==> config.mk <==
export PLATFORM = sky130hd
export DESIGN_NAME = io_dispatch
export DESIGN_NICKNAME = d
export VERILOG_FILES = /design/src/rtl/io_dispatch_pkg.sv /design/src/rtl/io_page_decode.sv /design/src/rtl/io_dispatch.sv
export SDC_FILE = /design/constraint.sdc
export NUM_CORES = 1
export LEC_CHECK = 0
export CELL_PAD_IN_SITES_DETAIL_PLACEMENT = 1
export CELL_PAD_IN_SITES_GLOBAL_PLACEMENT = 1
export CORE_MARGIN = 5
export CORE_UTILIZATION = 27
export DETAILED_ROUTE_END_ITERATION = 12
export HOLD_SLACK_MARGIN = 0.06
export PLACE_DENSITY = 0.95
export SKIP_LAST_GASP = 1
export SYNTH_ARGS = -nofsm -noshare
export SYNTH_HDL_FRONTEND = slang
export SYNTH_HIERARCHICAL = 1
export SYNTH_SLANG_ARGS = --single-unit
==> constraint.sdc <==
create_clock -name clk -period 6.17 [get_ports clk]
set_clock_uncertainty 0.05 [all_clocks]
set_input_delay 1.851 -clock clk [delete_from_list [all_inputs] [get_ports clk]]
set_output_delay 1.851 -clock clk [all_outputs]
set_load 0.02 [all_outputs]
==> src/rtl/io_dispatch_pkg.sv <==
// Shared types and helpers for the memory-mapped I/O dispatcher.
package io_dispatch_pkg;

  // Dispatcher control state: idle, or waiting on a RAM read.
  typedef enum logic [0:0] {
    IDLE     = 1'b0,
    RAM_WAIT = 1'b1
  } dispState_t;

  // Page number that selects the data RAM.
  localparam int PAGE_RAM = 0;

  // Wait counter width; RAM_LAT is limited to 1..15.
  localparam int CNT_W = 4;

  // Width of the page field addr[addrW-1:ramAw+1]; bit ramAw sits between
  // the RAM offset and the page and takes no part in decoding.
  function automatic int pageWidth(input int addrW, input int ramAw);
    return addrW - ramAw - 1;
  endfunction

endpackage

==> src/rtl/io_page_decode.sv <==
// Combinational page decoder: RAM page, peripheral page or unmapped page.
module io_page_decode
  import io_dispatch_pkg::*;
#(
  parameter int PAGE_W = 8,
  parameter int NUM_CH = 4
) (
  input  logic [PAGE_W-1:0] page,
  output logic              isRam,
  output logic              isPer,
  output logic              unmapped,
  output logic [NUM_CH-1:0] chSel
);

  localparam logic [PAGE_W-1:0] MAX_PAGE = PAGE_W'(NUM_CH);

  // Compare the whole field unsigned so large pages can never alias a channel.
  assign isRam    = (page == PAGE_W'(PAGE_RAM));
  assign unmapped = (page > MAX_PAGE);
  assign isPer    = ~isRam & ~unmapped;

  // Channel gi answers page gi+1.
  generate
    for (genvar gi = 0; gi < NUM_CH; gi++) begin : gChSel
      assign chSel[gi] = (page == PAGE_W'(gi + 1));
    end
  endgenerate

endmodule

==> src/rtl/io_dispatch.sv <==
// Registered memory-mapped I/O dispatcher: core <-> data RAM + peripherals.
module io_dispatch
  import io_dispatch_pkg::*;
#(
  parameter int ADDR_W  = 24,
  parameter int DATA_W  = 16,
  parameter int RAM_AW  = 15,
  parameter int NUM_CH  = 4,
  parameter int RAM_LAT = 1
) (
  input  logic                     clk,
  input  logic                     reset,
  input  logic                     req,
  input  logic                     we_in,
  input  logic [ADDR_W-1:0]        addr_in,
  input  logic [DATA_W-1:0]        wdata_in,
  output logic [DATA_W-1:0]        rdata_out,
  output logic                     ready,
  output logic                     err_unmapped,
  output logic                     ram_we,
  output logic [RAM_AW-1:0]        ram_addr,
  output logic [DATA_W-1:0]        ram_wdata,
  input  logic [DATA_W-1:0]        ram_rdata,
  input  logic [NUM_CH*DATA_W-1:0] per_rdata,
  output logic [NUM_CH-1:0]        per_rd_stb,
  output logic [NUM_CH-1:0]        per_we
);

  localparam int PAGE_W = pageWidth(ADDR_W, RAM_AW);

  logic [PAGE_W-1:0] page;
  logic              unusedAddrBit;
  logic              isRam, isPer, unmapped;
  logic [NUM_CH-1:0] chSel;
  logic [DATA_W-1:0] selData;

  dispState_t        stateReg, stateNext;
  logic [CNT_W-1:0]  cntReg, cntNext;
  logic              errPendReg, errPendNext;

  logic              readyNext, errNext, ramWeNext;
  logic [NUM_CH-1:0] perWeNext, perRdStbNext;
  logic [RAM_AW-1:0] ramAddrNext;
  logic [DATA_W-1:0] ramWdataNext, rdataNext;

  assign page          = addr_in[ADDR_W-1:RAM_AW+1];
  assign unusedAddrBit = addr_in[RAM_AW];

  io_page_decode #(
    .PAGE_W (PAGE_W),
    .NUM_CH (NUM_CH)
  ) uDecode (
    .page     (page),
    .isRam    (isRam),
    .isPer    (isPer),
    .unmapped (unmapped),
    .chSel    (chSel)
  );

  // Select the addressed peripheral's read word (chSel is one-hot or zero).
  always_comb begin
    selData = '0;
    for (int k = 0; k < NUM_CH; k++) begin
      if (chSel[k]) selData = selData | per_rdata[k*DATA_W +: DATA_W];
    end
  end

  // Next-state and next-output logic; every output is a pulse unless set here.
  always_comb begin
    stateNext    = stateReg;
    cntNext      = cntReg;
    errPendNext  = errPendReg;
    readyNext    = 1'b0;
    errNext      = 1'b0;
    ramWeNext    = 1'b0;
    perWeNext    = '0;
    perRdStbNext = '0;
    ramAddrNext  = ram_addr;
    ramWdataNext = ram_wdata;
    rdataNext    = rdata_out;
    unique case (stateReg)
      IDLE: begin
        if (req) begin
          ramAddrNext  = addr_in[RAM_AW-1:0];
          ramWdataNext = wdata_in;
          if (isPer) begin
            readyNext = 1'b1;
            if (we_in) begin
              perWeNext = chSel;
            end else begin
              perRdStbNext = chSel;
              rdataNext    = selData;
            end
          end else if (isRam | unmapped) begin
            // Unmapped pages fall back to RAM and raise the error flag.
            if (we_in) begin
              ramWeNext = 1'b1;
              readyNext = 1'b1;
              errNext   = unmapped;
            end else begin
              stateNext   = RAM_WAIT;
              cntNext     = CNT_W'(RAM_LAT);
              errPendNext = unmapped;
            end
          end
        end
      end
      RAM_WAIT: begin
        // ram_rdata is valid in the last wait cycle; requests are ignored here.
        if (cntReg == CNT_W'(1)) begin
          rdataNext   = ram_rdata;
          readyNext   = 1'b1;
          errNext     = errPendReg;
          errPendNext = 1'b0;
          cntNext     = '0;
          stateNext   = IDLE;
        end else begin
          cntNext = cntReg - CNT_W'(1);
        end
      end
      default: stateNext = IDLE;
    endcase
  end

  // State, counter and registered outputs; reset aborts any access in flight.
  always_ff @(posedge clk) begin
    if (reset) begin
      stateReg     <= IDLE;
      cntReg       <= '0;
      errPendReg   <= 1'b0;
      ready        <= 1'b0;
      err_unmapped <= 1'b0;
      ram_we       <= 1'b0;
      per_we       <= '0;
      per_rd_stb   <= '0;
      ram_addr     <= '0;
      ram_wdata    <= '0;
      rdata_out    <= '0;
    end else begin
      stateReg     <= stateNext;
      cntReg       <= cntNext;
      errPendReg   <= errPendNext;
      ready        <= readyNext;
      err_unmapped <= errNext;
      ram_we       <= ramWeNext;
      per_we       <= perWeNext;
      per_rd_stb   <= perRdStbNext;
      ram_addr     <= ramAddrNext;
      ram_wdata    <= ramWdataNext;
      rdata_out    <= rdataNext;
    end
  end

endmodule

==> flow_summary.json <==
{
  "grt_pass1_vias": 3491,
  "path_depth": 6,
  "grt_overflow": 0,
  "critPathBufInv": 1,
  "path_max_fanout": 16,
  "slew-limit-headroom_pct": 48.3,
  "synthArstFlopShare_pct": 0,
  "clkSlewWorstSetupHoldPaths_ns": 0.07,
  "ant_nets": 0,
  "synth_edf_count": 0,
  "start_util_pct": 27.5,
  "power.leakage_nw": 1.77,
  "peakVddDrop_uv": 76.5,
  "die-area_sq_um": 12600,
  "drt_first_pass_iters": 4,
  "setup_viol": 0,
  "core.rowCount": 37,
  "avgSynthCellArea_sq_um": 8.86,
  "total_power_mw": 0.975,
  "critPathLaunchType": "input pin",
  "crit_chain": "clkdlybuf4s50_1, nor4_1, and4_1, nand4bb_1, a21oi_2, a32o_1",
  "critPathSlowestCell": "a21oi_2",
  "drt-vias-per-instance": 5.07,
  "post-route-util_pct": 47.5,
  "place.gp.congestion": 0.813,
  "drcViolationCount": 0,
  "ys_warn_count": 6,
  "slowest_delay_ns": 0.65,
  "area_delta_synth_final_pct": 72.6,
  "syn_area_sq_um": 2820,
  "cts_max_path_buffers": 2,
  "hold_slack_ns": 0.408,
  "grt_max_degree": 41,
  "setup_ws_ns": 2.04,
  "ctsHoldBuffers": 0,
  "max_cap_viol_count": 0,
  "die_w_microns": 112,
  "status": "complete, no violations",
  "cp-end-kind": "register",
  "nFillCells": 1168,
  "fp.dieH_microns": 112,
  "synthCells": 318,
  "cts_setup_buffers": 0,
  "grt_pass1_wl_mm": 17.4,
  "vias": 3168,
  "crit_arrival_ns": 4.36,
  "cellPowerDensity_nw_per_um2": 200,
  "place_hpwl_mm": 8.33,
  "finalCriticalPeriod_ns": 4.13,
  "cts-buffers-inserted": 9,
  "cts-root-buf": "clkbuf_8",
  "drive_gt1_share_pct": 5.73,
  "ff2ff_path_depth": 4,
  "yosysSeqAreaShare_pct": 45.5,
  "cts_sinks": 64,
  "min_path_type": "register to register",
  "antenna_cells": 0,
  "dp_worst_setup_slack_ns": 1.73,
  "yosys-top-cells-area": "dfxtp_1, a21oi_1, nand2_1",
  "hold_depth": 2,
  "drtIter0Drc": 170,
  "tns_ns": 0,
  "gr-usage-all-layers_pct": 17.3,
  "cts_tree": "built",
  "core_region_area_sq_um": 10200,
  "clk_latency_ns": 0.33,
  "ioPinCount": 182,
  "antenna_found_initial": 0,
  "fin_crit_sh_pct": 67.0,
  "cts_resized": 0,
  "nets": 611,
  "ys_ff_latch": 64,
  "wirelength_mm": 11.0,
  "synthFlopType": "dfxtp_1",
  "hold_viol": 0,
  "slew_viol_final": 0,
  "max_freq_mhz": 242,
  "yosys.area.top_type_share_pct": 45.5,
  "crit_family": "simple AND/OR/NAND/NOR gates",
  "synth.distinct_cells": 45,
  "worst_pin_slew_ns": 0.776,
  "crit_required_ns": 6.40,
  "numPortBuffers": 180,
  "crit_type": "input pin to register",
  "rsz0062_at_grt": "no",
  "routedWlPerCell_microns": 17.6,
  "synth_top_cell_by_area": "dfxtp_1",
  "syn-num-nets": 444,
  "cts.htree.levels": 3
}
## flip-flops by register name, indices dropped and copies added (netlist names)
name	flops
ram_wdata	16
rdata_out	16
ram_addr	15
cntReg	4
per_rd_stb	4
per_we	4
errPendReg	1
err_unmapped	1
ram_we	1
ready	1
stateReg	1
## layout by cell type (no fill, tap or decap), drive strengths merged, types with 3 or more instances in the layout
master and instances:
a2bb2oi 15, nor3 3, nor4 4, dfxtp 64, nand2 66, inv 9
and2 8, nand2b 4, a22o 15, and4 4, clkdlybuf4s50 180, a21oi 53
buf 4, clkbuf 12, a222oi 16
## cell type report
class	count	area [sq um]	area share [%]
Timing Repair Buffer	184	1830	37.7
Sequential cell	64	1280	26.4
Tap cell	136	170	3.50
Inverter	9	33.8	0.695
Clock inverter	3	17.5	0.360
Multi-Input combinational cell	217	1370	28.2
Clock buffer	12	155	3.19
## synth_stat cells (2+ instances only)
cell type and n:
a21oi_1 52, a222oi_1 16, a22o_1 15, a2bb2oi_1 15
and2_1 8, and4_1 4, buf_1 2, buf_2 12
buf_6 2, clkbuf_1 10, dfxtp_1 64, ha_1 2
inv_1 8, nand2_1 66, nand2b_1 3, nor2_1 2
nor3_1 3, nor4_1 4, o2111ai_1 2, o21ai_0 2
or3_1 2
## kinds of logic (layout without fill, tap and decap cells)
kind of cell	after synthesis	after routing	synth area share, %
AOI/OAI and AO/OA	112	112	28.6
buffers and inverters	37	208	6.53
adders and majority gates	2	2	0.888
and+or+nand+nor	103	103	18.6
DFF	64	64	45.5
## routing by layer
layer | GRT usage [%] | wire length (microns) | vias to the layer above
met5 | 0 | 0 | -
met4 | 8.01 | 163 | 0
met1 | 16.6 | 4070 | 1518
met3 | 6.36 | 1040 | 13
li1 | - | - | 1498
met2 | 32.5 | 5720 | 139
## per-stage QoR
stage / instances / cell area (sq um)
finish: 625 / 4860
floorplan: 318 / 2820
detailed placement: 610 / 4680
CTS: 625 / 4860
global placement: 610 / 4680
global route: 625 / 4860
## where the power goes
part	switching (mW)	total [mW]	internal, mW
clock	0.159	0.323	0.164
combinational	0.0884	0.209	0.121
sequential	0.0107	0.442	0.431
total	0.258	0.975	0.716
## worst register-to-register path: stages (launching register included)
cell,delay [ns]
dfxtp_1,0.39
buf_4,0.34
nand4bb_2,0.26
a21oi_2,0.69
a32o_1,0.27
## final timing paths
check / from / to / slack, ns
max: addr_in[19] / rdata_out[2] / 2.04
min: ram_addr[9] / ram_addr[9] / 0.41
max reg2reg: stateReg / rdata_out[2] / 4.11
min reg2reg: ram_addr[9] / ram_addr[9] / 0.41
Note: power is estimated with default switching activity, not from simulation.
==> edit (config.mk and constraints unchanged) <==
The parameter `DATA_W` goes from 16 to 12.
--- a/src/rtl/io_dispatch.sv
+++ b/src/rtl/io_dispatch.sv
@@ -3,7 +3,7 @@
   import io_dispatch_pkg::*;
 #(
   parameter int ADDR_W  = 24,
-  parameter int DATA_W  = 16,
+  parameter int DATA_W  = 12,
   parameter int RAM_AW  = 15,
   parameter int NUM_CH  = 4,
   parameter int RAM_LAT = 1
Ports: changed (5 resized); port bits go from 182 to 150. The function was not compared with the original's and may differ.
==> edit against the unedited design <==
Utilization down 0.93 points; final area down 17%; die area down 14%; power down 21%; worst setup slack worse by 250 ps; wire length down 11%; sequential cell count down 8; first-iteration DRC count down 37%; global-route usage up 0.44 points; area after synthesis down 15%.
==> edit: results (changes against the unedited design) <==
synth.area.top_cells: "dfxtp_1 (47%), a21oi_1 (9.7%), nand2_1 (9.1%), a222oi_1 (5.0%), a22o_1 (4.0%)"
avgSynthCellArea_sq_um: 8.754  # -1.2%
wire_per_inst_um: 18.80  # +6.9%
syn-num-nets: 374  # -16%
cts.clk_slew.worst_paths_ps: 110  # +40 ps
grt_usage_pct: 17.72  # +0.44 points
cts_made_buffers: 5  # -4
rr_worst_depth: 3  # -1
worstPathArrival_ps: 4590  # +230 ps
hold_ws_ps: 411.0  # +3.229 ps
synth_cell_types: 37  # -18%
synth_compound_area_share_pct: 26.38  # -2.2 points
hpwl_mm: 7.648  # -8.2%
r2r_slack_ps: 3740  # -370 ps
status: "finished clean"
h-tree-depth: 2  # -1
cp-endpoint: "rdata_out[9]"
nNetsFinal: 513  # -16%
io_buffers: 148  # -18%
seq_area_frac_synth_pct: 47.08  # +1.6 points
dr.first_iter.drc_count: 107  # -37%
instances_no_fill: 520  # -17%
viasPerCell: 5.215  # +2.9%
grt_pass1_vias: 3000  # -14%
die_area_sq_mm: 0.01080  # -14%
reg_top3: "ram_addr x15, ram_wdata x12, rdata_out x12"
drtPass1Iterations: 5  # +1
dp_slack_ps: 1493  # -238.1 ps
crit_fanout: 12  # -4
timing.slew.headroom_pct: 19.16  # -29 points
holdPathEnd: "ram_addr[12]"
edit: area by class of cell:
cell class	count	area (sq um)
fill	1026	4634
timing repair buffer	152	1511
multi-input combinational	190	1164
sequential	56	1121
tap	108	135.1
clock buffer	5	68.82
inverter	6	22.52
clock inverter	3	21.27
edit: critical path: stages:
cell and delay [ps]:
clkdlybuf4s50_1 420, nor4_1 650, and4_1 450, nand4bb_1 150, a21oi_1 780, a32o_1 280
edit: metal layers:
layer | vias to the layer above | share of wire (%) | global-route usage, %
li1 | 1273 | - | -
met1 | 1320 | 36 | 18.39
met2 | 93 | 54 | 33.15
met3 | 26 | 5.6 | 4.469
met4 | 0 | 3.6 | 7.956
met5 | - | 0 | 0
edit: logic make-up after synthesis:
group                    after synthesis
AO/OA/AOI/OAI                         91
flip-flops                            56
buffers and inverters                 26
AND/OR/NAND/NOR                       97
adder cells (fa/ha/maj)                2
edit: report_power, final:
part	internal (W)	switching, W
clock	0.0000810	0.000125
combinational	0.000100	0.0000751
sequential	0.000378	0.0000123
total	0.000559	0.000213
